`src/rtl/dmem_arbiter.sv`:
```
// rtl/dmem_arbiter.sv - two-port data memory arbiter (core vs debug/loader)
// One grant per cycle, registered command stage, registered read response stage.
module dmem_arbiter #(
    parameter int WIDTH     = 32,
    parameter int CNT_WIDTH = 16
) (
    input  logic                 clk_in,
    input  logic                 rst_in,
    input  logic                 core_req_in,
    input  logic                 core_we_in,
    input  logic                 core_addr_mode_in,
    input  logic [WIDTH-1:0]     core_addr_in,
    input  logic [WIDTH-1:0]     core_wd_in,
    output logic                 core_gnt_out,
    output logic                 core_stall_out,
    output logic                 core_rvalid_out,
    output logic [WIDTH-1:0]     core_rdata_out,
    input  logic                 dbg_req_in,
    input  logic                 dbg_we_in,
    input  logic                 dbg_addr_mode_in,
    input  logic [WIDTH-1:0]     dbg_addr_in,
    input  logic [WIDTH-1:0]     dbg_wd_in,
    output logic                 dbg_gnt_out,
    output logic                 dbg_rvalid_out,
    output logic [WIDTH-1:0]     dbg_rdata_out,
    input  logic                 dbg_lock_in,
    output logic [WIDTH-1:0]     mem_a_out,
    output logic                 mem_we_out,
    output logic                 mem_addr_mode_out,
    output logic [WIDTH-1:0]     mem_wd_out,
    input  logic [WIDTH-1:0]     mem_rd_in,
    output logic [CNT_WIDTH-1:0] conflict_cnt_out
);

    typedef enum logic {OWN_CORE = 1'b0, OWN_DBG = 1'b1} owner_t;
    typedef enum logic {IDLE = 1'b0, ACCESS = 1'b1} state_t;

    state_t               r_state;
    state_t               w_next_state;
    owner_t               r_last_owner;
    owner_t               r_cmd_port;
    logic                 r_cmd_we;
    logic                 r_cmd_mode;
    logic [WIDTH-1:0]     r_cmd_addr;
    logic [WIDTH-1:0]     r_cmd_wd;
    logic                 r_core_rvalid;
    logic                 r_dbg_rvalid;
    logic [WIDTH-1:0]     r_core_rdata;
    logic [WIDTH-1:0]     r_dbg_rdata;
    logic [CNT_WIDTH-1:0] r_conflict_cnt;
    logic                 w_core_gnt;
    logic                 w_dbg_gnt;
    logic                 w_any_gnt;
    logic                 w_both_req;
    logic                 w_rd_resp;

    // Grants are gated by reset so nothing is accepted while rst_in is low.
    always_comb begin
        w_core_gnt = 1'b0;
        w_dbg_gnt  = 1'b0;
        if (rst_in) begin
            if (dbg_lock_in) begin
                w_dbg_gnt = dbg_req_in;
            end else if (core_req_in && dbg_req_in) begin
                w_core_gnt = (r_last_owner == OWN_DBG);
                w_dbg_gnt  = (r_last_owner == OWN_CORE);
            end else begin
                w_core_gnt = core_req_in;
                w_dbg_gnt  = dbg_req_in;
            end
        end
    end

    assign w_any_gnt  = w_core_gnt | w_dbg_gnt;
    assign w_both_req = core_req_in & dbg_req_in;
    assign w_rd_resp  = (r_state == ACCESS) & ~r_cmd_we;

    always_comb begin
        w_next_state = IDLE;
        if (w_any_gnt) begin
            w_next_state = ACCESS;
        end
    end

    always_ff @(posedge clk_in or negedge rst_in) begin
        if (!rst_in) begin
            r_state <= IDLE;
        end else begin
            r_state <= w_next_state;
        end
    end

    // Command fields hold their last value when idle so mem_* stay stable.
    always_ff @(posedge clk_in or negedge rst_in) begin
        if (!rst_in) begin
            r_last_owner <= OWN_DBG;
            r_cmd_port   <= OWN_CORE;
            r_cmd_we     <= 1'b0;
            r_cmd_mode   <= 1'b0;
            r_cmd_addr   <= '0;
            r_cmd_wd     <= '0;
        end else if (w_any_gnt) begin
            r_last_owner <= w_dbg_gnt ? OWN_DBG : OWN_CORE;
            r_cmd_port   <= w_dbg_gnt ? OWN_DBG : OWN_CORE;
            r_cmd_we     <= w_dbg_gnt ? dbg_we_in : core_we_in;
            r_cmd_mode   <= w_dbg_gnt ? dbg_addr_mode_in : core_addr_mode_in;
            r_cmd_addr   <= w_dbg_gnt ? dbg_addr_in : core_addr_in;
            r_cmd_wd     <= w_dbg_gnt ? dbg_wd_in : core_wd_in;
        end
    end

    always_ff @(posedge clk_in or negedge rst_in) begin
        if (!rst_in) begin
            r_core_rvalid <= 1'b0;
            r_dbg_rvalid  <= 1'b0;
            r_core_rdata  <= '0;
            r_dbg_rdata   <= '0;
        end else begin
            r_core_rvalid <= w_rd_resp && (r_cmd_port == OWN_CORE);
            r_dbg_rvalid  <= w_rd_resp && (r_cmd_port == OWN_DBG);
            if (w_rd_resp && (r_cmd_port == OWN_CORE)) begin
                r_core_rdata <= mem_rd_in;
            end
            if (w_rd_resp && (r_cmd_port == OWN_DBG)) begin
                r_dbg_rdata <= mem_rd_in;
            end
        end
    end

    always_ff @(posedge clk_in or negedge rst_in) begin
        if (!rst_in) begin
            r_conflict_cnt <= '0;
        end else if (w_both_req && (r_conflict_cnt != {CNT_WIDTH{1'b1}})) begin
            r_conflict_cnt <= r_conflict_cnt + CNT_WIDTH'(1);
        end
    end

    assign core_gnt_out      = w_core_gnt;
    assign dbg_gnt_out       = w_dbg_gnt;
    assign core_stall_out    = core_req_in & ~w_core_gnt;
    assign core_rvalid_out   = r_core_rvalid;
    assign dbg_rvalid_out    = r_dbg_rvalid;
    assign core_rdata_out    = r_core_rdata;
    assign dbg_rdata_out     = r_dbg_rdata;
    assign mem_a_out         = r_cmd_addr;
    assign mem_we_out        = (r_state == ACCESS) & r_cmd_we;
    assign mem_addr_mode_out = r_cmd_mode;
    assign mem_wd_out        = r_cmd_wd;
    assign conflict_cnt_out  = r_conflict_cnt;

endmodule

```
`config.mk`:
```
export PLATFORM = sky130hd
export DESIGN_NAME = dmem_arbiter
export DESIGN_NICKNAME = d
export VERILOG_FILES = /design/src/rtl/dmem_arbiter.sv
export SDC_FILE = /design/constraint.sdc
export NUM_CORES = 1
export LEC_CHECK = 0
export CAP_MARGIN = 10
export CORE_UTILIZATION = 25
export DETAILED_ROUTE_END_ITERATION = 8
export REMOVE_ABC_BUFFERS = 1
export SYNTH_ARGS = -nofsm -noshare
export SYNTH_HDL_FRONTEND = slang
export SYNTH_SLANG_ARGS = --single-unit
```
`constraint.sdc`:
```
create_clock -name clk_in -period 1.9 [get_ports clk_in]
set_input_delay 0.285 -clock clk_in [delete_from_list [all_inputs] [get_ports clk_in]]
set_output_delay 0.285 -clock clk_in [all_outputs]
set_load 0.05 [all_outputs]
```
==> Word-level counts from Yosys, hierarchy flattened <==
Index checks and enable logic that the tools add are counted.
{ "word_totals": {"ff_bits": 151, "input_bits": 169, "out_inout_bits": 151, "word_cells": 39} }
{ "op_classes": {"add_sub_neg": 1, "eq_ne": 1, "muxes": 12, "n_bitwise": 9, "n_reduce_logical": 4} }
{ "op_table": {"columns": ["cell", "count"], "rows": [
  ["two-way mux 32 bit", 2],
  ["adder 16 x 1 -> 16 bit, second input constant", 1],
  ["inequality test 16 bit, second input constant", 1],
  ["two-way mux 1 bit", 10],
  ["bitwise AND 1 bit", 4],
  ["logical AND 1 bit", 4],
  ["NOT 1 bit", 4],
  ["OR 1 bit", 1]
]} }

==> Longest topological paths before layout <==
Gate-level depths: netlist of the first run.
{ "logic_depth": {"word_depth": 6, "mapped_depth": 6, "depth_no_buf": 5} }

==> Worst setup path after synthesis of the first run <==
No wires, ideal clock.
{ "synth_path": {"path_kind": "register to output", "from": "reg r_last_owner", "to": "out core_stall_out", "arrival_ns": 1.759, "required_ns": 1.615, "slack_ns": -0.144, "stages_incl_launch_ff": 6, "n_path_buf": 2, "cell_sequence": "dfstp_2 -> nand2b_1 -> and3_1 -> clkbuf_1 -> buf_2 -> nor2b_1"} }
{ "synth_between": {"elab_chain_cells": 5} }
{ "synth_rtl": {"columns": ["element", "line", "source"], "rows": [
  ["start, declared", "40", "owner_t r_last_owner;"],
  ["start signal, assigned", "103", "r_last_owner <= w_dbg_gnt ? OWN_DBG : OWN_CORE;"],
  ["two-way mux 1 bit", "64", "end else if (core_req_in && dbg_req_in) begin"],
  ["two-way mux 1 bit", "62", "if (dbg_lock_in) begin"],
  ["two-way mux 1 bit", "61", "if (rst_in) begin"],
  ["named net core_gnt_out", "14", "output logic core_gnt_out,"],
  ["NOT 1 bit", "140", "assign core_stall_out = core_req_in & ~w_core_gnt;"],
  ["bitwise AND 1 bit", "140", null],
  ["end, declared", "15", "output logic core_stall_out,"]
]} }
The timed path passes the listed nets, and every way through them passes these cells.

==> Worst setup path in the final report of the first run <==
{ "layout_path": {"from": "reg r_cmd_addr[11] (netlist: mem_a_out[11])", "to": "out mem_a_out[11]"} }
{ "layout_lines": {"columns": ["element", "line", "source"], "rows": [
  ["start, declared", "44", "logic [WIDTH-1:0] r_cmd_addr;"],
  ["start signal, assigned", "107", "r_cmd_addr <= w_dbg_gnt ? dbg_addr_in : core_addr_in;"],
  ["end, declared", "27", "output logic [WIDTH-1:0] mem_a_out,"]
]} }
No word-level cell between the ends.

==> results of run 1 <==
## registers in the layout, indices dropped and copies added, names as in the netlist, 16 cells and up
signal	flops
conflict_cnt_out	16
core_rdata_out	32
dbg_rdata_out	32
mem_a_out	32
mem_wd_out	32
## path summary, 6_finish.rpt
check	startpoint	end	cells past startpoint
max	mem_a_out[11]	mem_a_out[11]	1
min	rst_in	mem_a_out[29]	4
max in group asynchronous	rst_in	mem_a_out[5]	4
min reg2reg	dbg_rdata_out[19]	dbg_rdata_out[19]	2
min in group asynchronous	rst_in	mem_wd_out[27]	3
max reg2reg	r_last_owner	mem_wd_out[8]	6
## metal layers
| layer | vias up | wire length [um] | global-route usage (%) |
|---|---|---|---|
| li1 | 2514 | - | - |
| met1 | 2629 | 9080 | 20.2 |
| met2 | 223 | 10300 | 27.6 |
| met3 | 14 | 2160 | 6.79 |
| met4 | 0 | 220 | 4.99 |
| met5 | - | 0 | 0 |
## synthesized netlist by cell type (2+ instances only)
master / instances / area [um2]
inv_1: 68 / 255
dfrtp_1: 150 / 3750
mux2_2: 32 / 360
and4_2: 2 / 20.0
and3_1: 2 / 12.5
xnor2_1: 2 / 17.5
a222oi_1: 66 / 661
nand2_1: 102 / 383
buf_4: 3 / 22.5
nand4_1: 6 / 37.5
nor2_1: 6 / 22.5
clkbuf_1: 13 / 48.8
nand3_1: 6 / 30.0
a21oi_1: 3 / 15.0
xor2_1: 9 / 78.8
nor4_2: 2 / 25.0
nor3_1: 3 / 15.0
buf_2: 14 / 70.1
## cell type report
| class | instances | area share [%] |
|---|---|---|
| timing repair buffer | 353 | 34.4 |
| tap | 319 | 3.77 |
| sequential | 151 | 35.7 |
| clock inverter | 10 | 1.13 |
| inverter | 68 | 2.41 |
| multi-input combinational | 264 | 18.2 |
| clock buffer | 21 | 4.44 |
## power groups by stage
stage          clock [W]  combinational, W  sequential [W]
3_3_place_gp           0           0.00634         0.00460
2_1_floorplan          0          0.000905         0.00750
4_1_cts          0.00357           0.00622         0.00457
6_report         0.00347           0.00614         0.00455
5_1_grt          0.00371           0.00642         0.00466
3_5_place_dp           0           0.00635         0.00461
## cell families after synthesis
logic type,share of synthesized area (%)
AO/OA/AOI/OAI,11.9
AND/OR/NAND/NOR,11.2
flip-flops,62.2
adder cells (fa/ha/maj),0.206
buffers and inverters,6.59
XOR/XNOR,1.59
multiplexers,6.34
## stage by stage
step / hold slack [ns] / instances
floorplan: -0.0106 / 483
global placement: 0.402 / 1143
detailed placement: 0.401 / 1143
CTS: 0.307 / 1180
global route: 0.337 / 1186
finish: 0.315 / 1186
## cell usage in the layout, fill, tap and decap left out, types with 9 or more instances in the layout
cell type | synthesis | routed
nand2_1 | 102 | 102
mux2_2 | 32 | 32
clkdlybuf4s50_1 | 0 | 191
dfrtp_1 | 150 | 150
dlymetal6s2s_1 | 0 | 49
buf_12 | 0 | 9
xor2_1 | 9 | 9
dlygate4sd2_1 | 0 | 44
inv_1 | 68 | 68
a222oi_1 | 66 | 66
buf_4 | 3 | 54
clkbuf_16 | 0 | 18
## timing repair
| action | in CTS | in global routing |
|---|---|---|
| setup buffers | 2 | 5 |
| pin swaps | 1 | 0 |
| hold buffers | 1 | 0 |
| gates cloned | 3 | 1 |
| hold endpoints to repair | 88 | 0 |
| setup endpoints to repair | 46 | 49 |
| resized for setup | 45 | 49 |
==> key figures, run 1 <==
Drt
  – Antenna-violating nets left: 0
  – 1st-pass router iterations: 6
  – Routed WL per cell: 18.3 um
  – DR vias/cell: 4.54
  – Initial DRC count: around 450
  – Via count: ~5400
  – DRC viols: 0
  – Total Wirelength: around 22000 um

Clock network
  – Clk root buf: clkbuf_16
  – CTS Buf Count: 17
  – Maximum clock insertion buffer count: 2
  – TritonCTS clock tree: done
  – Clock Sinks: around 150
  – Htree depth: 4
  – Worst skew pair latency: between 0.4 and 0.5 ns
  – Worst-path clk slew: 0.07 ns

Die
  – I/O pins: 320
  – Starting Density: 25.7%
  – Die width: between 150 and 200 um
  – FP Rows: between 50 and 60
  – Die Y: ~160 um
  – Full die area: 24900 um2
  – Core area: ~24000 um2

STA
  – RSZ-0062 raised after global routing: yes
  – Setup WS post-layout: between 0.03 and 0.04 ns
  – Number of setup violations in the final report: 0
  – Final worst path period share: 98.3%
  – Sum of negative setup slack: 0 ns
  – Max Slew Vio Count: 0
  – Worst clock skew: 0.0110 ns
  – Worst Tran Pin Value: 0.540 ns
  – Min Tclk post-route: around 1.9 ns
  – Final hold violations: 0
  – Slew headroom: 64.0%
  – FMAX: roughly 540 MHz

Run
  – Max Cap Violations: 0

Power
  – Power per cell area: between 1000 and 1500 nW/um2
  – Clk network pwr share: roughly 25%
  – Psw: ~0.0060 W
  – Leakage power: 5.56 nW
  – Net Sw Frac: a little over two fifths
  – Power, Total: 0.0142 W
  – Share of power burned in registers: between 30% and 40%
  – Peak VDD IR: slightly below 1 mV
  – Internal Power: just over 0.008 W
  – Combinational share of power: between 40% and 50%

Logic synthesis
  – Cells after synthesis: between 500 and 600
  – Synthesis-stage register bit count: around 150
  – Synth Warn #: 0
  – Main flop type after synthesis: dfrtp_1
  – Post-Syn Area: just over 6000 um2
  – Cell variety after synth: 43
  – Number of synthesized flops with an enable pin: 0
  – Register area share after synthesis: 62.2%
  – Avg Cell Area, Syn: between 10 and 15 um2
  – Async set or reset register ratio after synthesis: 100%

Placement
  – GPL Wtd Cong: between 0.7 and 0.8
  – I/O Buffers: about 320
  – Place WS: -0.138 ns
  – Placed instance area: 9750 um2
  – DP HPWL: roughly 14000 um

Layout
  – N_diodes: 0
  – Layout net count: between 1000 and 1500
  – Storage cell area: between 3000 and 4000 um2
  – Multi-input logic area: approximately 1900 um2
  – Synth-to-layout area growth: 74.3%
  – Post-Layout Inst Area: between 10000 and 15000 um2
  – Fillers: about 2300
  – Ratio of cells with drive above 1 in the final layout: between 10% and 20%
  – Post-layout util: between 40% and 50%

Critical path
  – Crit-path slowest cell: clkdlybuf4s50_1
  – Worst EP required: around 1.6 ns
  – R2r setup slk: roughly 0.25 ns
  – CP peak stage delay: about 0.81 ns
  – Crit path cell chain: clkdlybuf4s50_1
  – Worst Setup End Kind: output pin
  – Critical Path Start Type: flip-flop
  – CP arrival: between 1.5 and 2 ns
  – CP Class: flip-flop to output pin
  – Critical Path Fanout Max: 2
  – CP top delay family: buffers and inverters
  – Buf+Inv Stages, Crit Path: 1

Global routing
  – Initial antenna violation count: 0
  – First-pass GRT wire length: approximately 32000 um
  – Largest net degree at the start of global routing: 93
  – Number of global-route vias before repair: 5533
  – Global-route usage over all layers: between 10% and 20%
  – Gr ovfl total: 0

Status
  – Status: finished, final reports clean

Worst hold path
  – Hold WC Path Type: input pin to flip-flop
(Power assumes the default switching activity.)
==> run 2, diff against run 1 <==
--- a/config.mk
+++ b/config.mk
@@ -7,8 +7,10 @@
 export LEC_CHECK = 0
 export CAP_MARGIN = 10
 export CORE_UTILIZATION = 25
+export CTS_CLUSTER_DIAMETER = 150
 export DETAILED_ROUTE_END_ITERATION = 8
 export REMOVE_ABC_BUFFERS = 1
+export SLEW_MARGIN = 30
 export SYNTH_ARGS = -nofsm -noshare
 export SYNTH_HDL_FRONTEND = slang
 export SYNTH_SLANG_ARGS = --single-unit
==> results of run 2 <==
No change in the layout: final DEF, timing and power equal those of run 1.
==> run 3, diff against run 2 <==
--- a/config.mk
+++ b/config.mk
@@ -9,7 +9,6 @@
 export CORE_UTILIZATION = 25
 export CTS_CLUSTER_DIAMETER = 150
 export DETAILED_ROUTE_END_ITERATION = 8
-export REMOVE_ABC_BUFFERS = 1
 export SLEW_MARGIN = 30
 export SYNTH_ARGS = -nofsm -noshare
 export SYNTH_HDL_FRONTEND = slang
==> run 3 against run 2 <==
Compared with the run above:
- core utilization rose by 0.058 points
- non-clock buffer count decreased by 7
- highest routed layer is now met5
- largest cell class unchanged
- clock power down 3%
- count of clock-buffer cells in the layout fell by 2
- combinational power increased by 0.8%
- total power down 0.72%
- routed wire length shrank 6.8%
- final area increased by 0.13%
- sequential power about the same
- flip-flop and latch count is the same
==> key figures, run 3 (synthesis gave the netlist of run 1 again) <==
Drt
  – Met2 wire length: 9660 um (-6.1%)
  – DR vias/cell: 4.60 (+1.4%)
  – Initial DRC count: 475 (+5.8%)
  – Routed WL per cell: 17.1 um (-6.4%)
  – Via count: 5434 (+1.0%)
  – Met1 Wirelength: 8240 um (-9.2%)
  – DRC viols: 0 (unchanged)
  – Met3 routed WL: 2130 um (-1.6%)
  – Antenna-violating nets left: 0 (unchanged)
  – Total Wirelength: 20200 um (-6.8%)
  – 1st-pass router iterations: 8 (+2)
  – Highest routed metal layer: met5

Layout
  – Commonest non-fill, non-tap cell in the layout: clkdlybuf4s50_1
  – Layout net count: 1018 (-0.68%)
  – Storage cell area: 3780 um2 (unchanged)
  – Synth-to-layout area growth: 74.5%
  – Ratio of cells with drive above 1 in the final layout: 15.7% (-0.93 points)
  – Fillers: 2276 (-0.18%)
  – Multi-input logic area: 1930 um2 (+0.13%)
  – Most frequent cells in the layout: clkdlybuf4s50_1, dfrtp_1, nand2_1

Power
  – Share of power burned in registers: 32.2% (about the same)
  – Combinational share of power: 44.0% (+0.6 points)
  – Power, Total: 0.0141 W (-0.72%)
  – Peak VDD IR: 0.657 mV (-33%)
  – Internal Power: 0.00806 W (-1.0%)
  – Psw: 0.00601 W (-0.33%)
  – Net Sw Frac: 42.7% (+0.17 points)
  – Power per cell area: 1330 nW/um2 (-0.85%)
  – Leakage power: 5.74 nW (+3.1%)
  – Clk network pwr share: 23.8% (-0.7 points)

Logic synthesis
  – Post-Syn Nets: 684

Critical path
  – CP top delay family: buffers and inverters
  – Worst Setup End Kind: output pin
  – Critical Path Start Type: flip-flop
  – Crit path cell chain: clkdlybuf4s50_1
  – CP Class: flip-flop to output pin
  – Crit-path slowest cell: clkdlybuf4s50_1
  – CP arrival: 1.58 ns (about the same)
  – R2r setup slk: 0.25 ns (about the same)
  – Buf+Inv Stages, Crit Path: 1 (unchanged)
  – Worst EP required: 1.62 ns (about the same)
  – Critical Path Fanout Max: 2 (unchanged)
  – CP peak stage delay: 0.81 ns (about the same)

Run
  – Max Cap Violations: 0 (unchanged)

Placement
  – DP HPWL: 14200 um (-1.8%)
  – I/O Buffers: 319 (unchanged)
  – GPL Wtd Cong: 0.761 (-1.2%)

STA
  – Number of setup violations in the final report: 0 (unchanged)
  – Slew headroom: 45.1% (-19 points)
  – Final worst path period share: 98.0% (-0.33 points)
  – Final hold violations: 0 (unchanged)
  – Min Tclk post-route: 1.86 ns (-0.00620 ns)
  – FMAX: 537 MHz (+0.33%)
  – Sum of negative setup slack: 0 ns (unchanged)
  – Worst Tran Pin Value: 0.824 ns (+0.284 ns)
  – Max Slew Vio Count: 0 (unchanged)
  – Worst clock skew: 0.0103 ns (-0.000618 ns)

Die
  – Starting Density: 25.7% (unchanged)
  – Die width: 158 um (unchanged)
  – Full die area: 24900 um2 (unchanged)
  – I/O pins: 320 (unchanged)
  – Core area: 23700 um2 (unchanged)
  – Die Y: 158 um (unchanged)
  – FP Rows: 56 (unchanged)

Global routing
  – Gr ovfl total: 0 (unchanged)
  – First-pass GRT wire length: 30600 um (-3.1%)
  – Largest net degree at the start of global routing: 151 (+62%)
  – Number of global-route vias before repair: 5412 (-2.2%)
  – Global-route usage over all layers: 16.3% (-0.61 points)
  – Initial antenna violation count: 2 (+2)

Clock network
  – Htree depth: 4 (unchanged)
  – Worst skew pair latency: 0.41 ns (about the same)
  – CTS Buf Count: 17 (unchanged)
  – Clock Sinks: 151 (unchanged)
  – Maximum clock insertion buffer count: 2 (unchanged)
  – TritonCTS clock tree: done
  – Clk root buf: clkbuf_16
  – Worst-path clk slew: 0.07 ns (about the same)

Status
  – Status: finished, final reports clean

Worst hold path
  – Hold WC Path Type: input pin to async pin
[run 3: cell count changes in the layout (fill, tap and decap cells not counted), sizes merged]
cell	previous run	this run
buf	64	56
clkdlybuf4s50	191	189
dlymetal6s2s	49	73
dlygate4sd2	44	26
bufinv	2	1
clkinv	4	3
inv	70	75
diode	0	1
clkbuf	22	19
bufbuf	3	1
[run 3: area by class of cell]
type	count	share of cell area, %
timing repair buffer	346	34.5
clock buffer	19	4.18
antenna	1	0.0236
clock inverter	13	1.26
tap	319	3.76
sequential	151	35.6
inverter	68	2.41
multi-input combinational	264	18.2
[run 3: timing repair]
action,CTS,global route
endpoints found under the hold margin,1,1
cloned,1,0
gates resized for setup,27,73
pin swaps,1,0
buffers inserted,2,2
setup endpoints to repair,29,74
[run 3: metrics by stage]
step                      cell area, um2  worst slack (ns)  util, %  hold WS [ns]  cells
after floorplan                     6080            0.0527        -       -0.0106    514
after global placement              9800           -0.0563     41.4         0.254   1142
after detailed placement            9800            -0.126     41.4         0.254   1142
after CTS                          10400           -0.0124     43.9        -0.194   1177
after global routing               10600          -0.00211     44.8         0.130   1181
final                              10600            0.0380     44.8        0.0613   1181
[run 3: path summary, 6_finish.rpt]
check	start	endpoint	cells after the start
max in group asynchronous	rst_in	mem_a_out[19]	2
worst min register to register	dbg_rdata_out[8]	dbg_rdata_out[8]	2
worst max-delay path	mem_a_out[26]	mem_a_out[26]	1
worst max register to register	conflict_cnt_out[12]	conflict_cnt_out[1]	4
worst min-delay path	rst_in	core_rdata_out[5]	2
min in group clk_in	rst_in	r_last_owner	3
[run 3: power groups by stage]
stage,Clock [W],Combinational [W],Sequential [W]
floorplan,0,0.000925,0.00750
global placement,0,0.00630,0.00459
detailed placement,0,0.00635,0.00460
CTS,0.00347,0.00628,0.00455
global route,0.00362,0.00650,0.00464
finish,0.00335,0.00619,0.00452
[run 3: per-layer routing]
metal  vias to the layer above  global-route usage, %
li1                       2512                      -
met1                      2634                   20.8
met2                       273                   25.2
met3                        13                   5.86
met4                         2                   5.50
met5                         -                      0
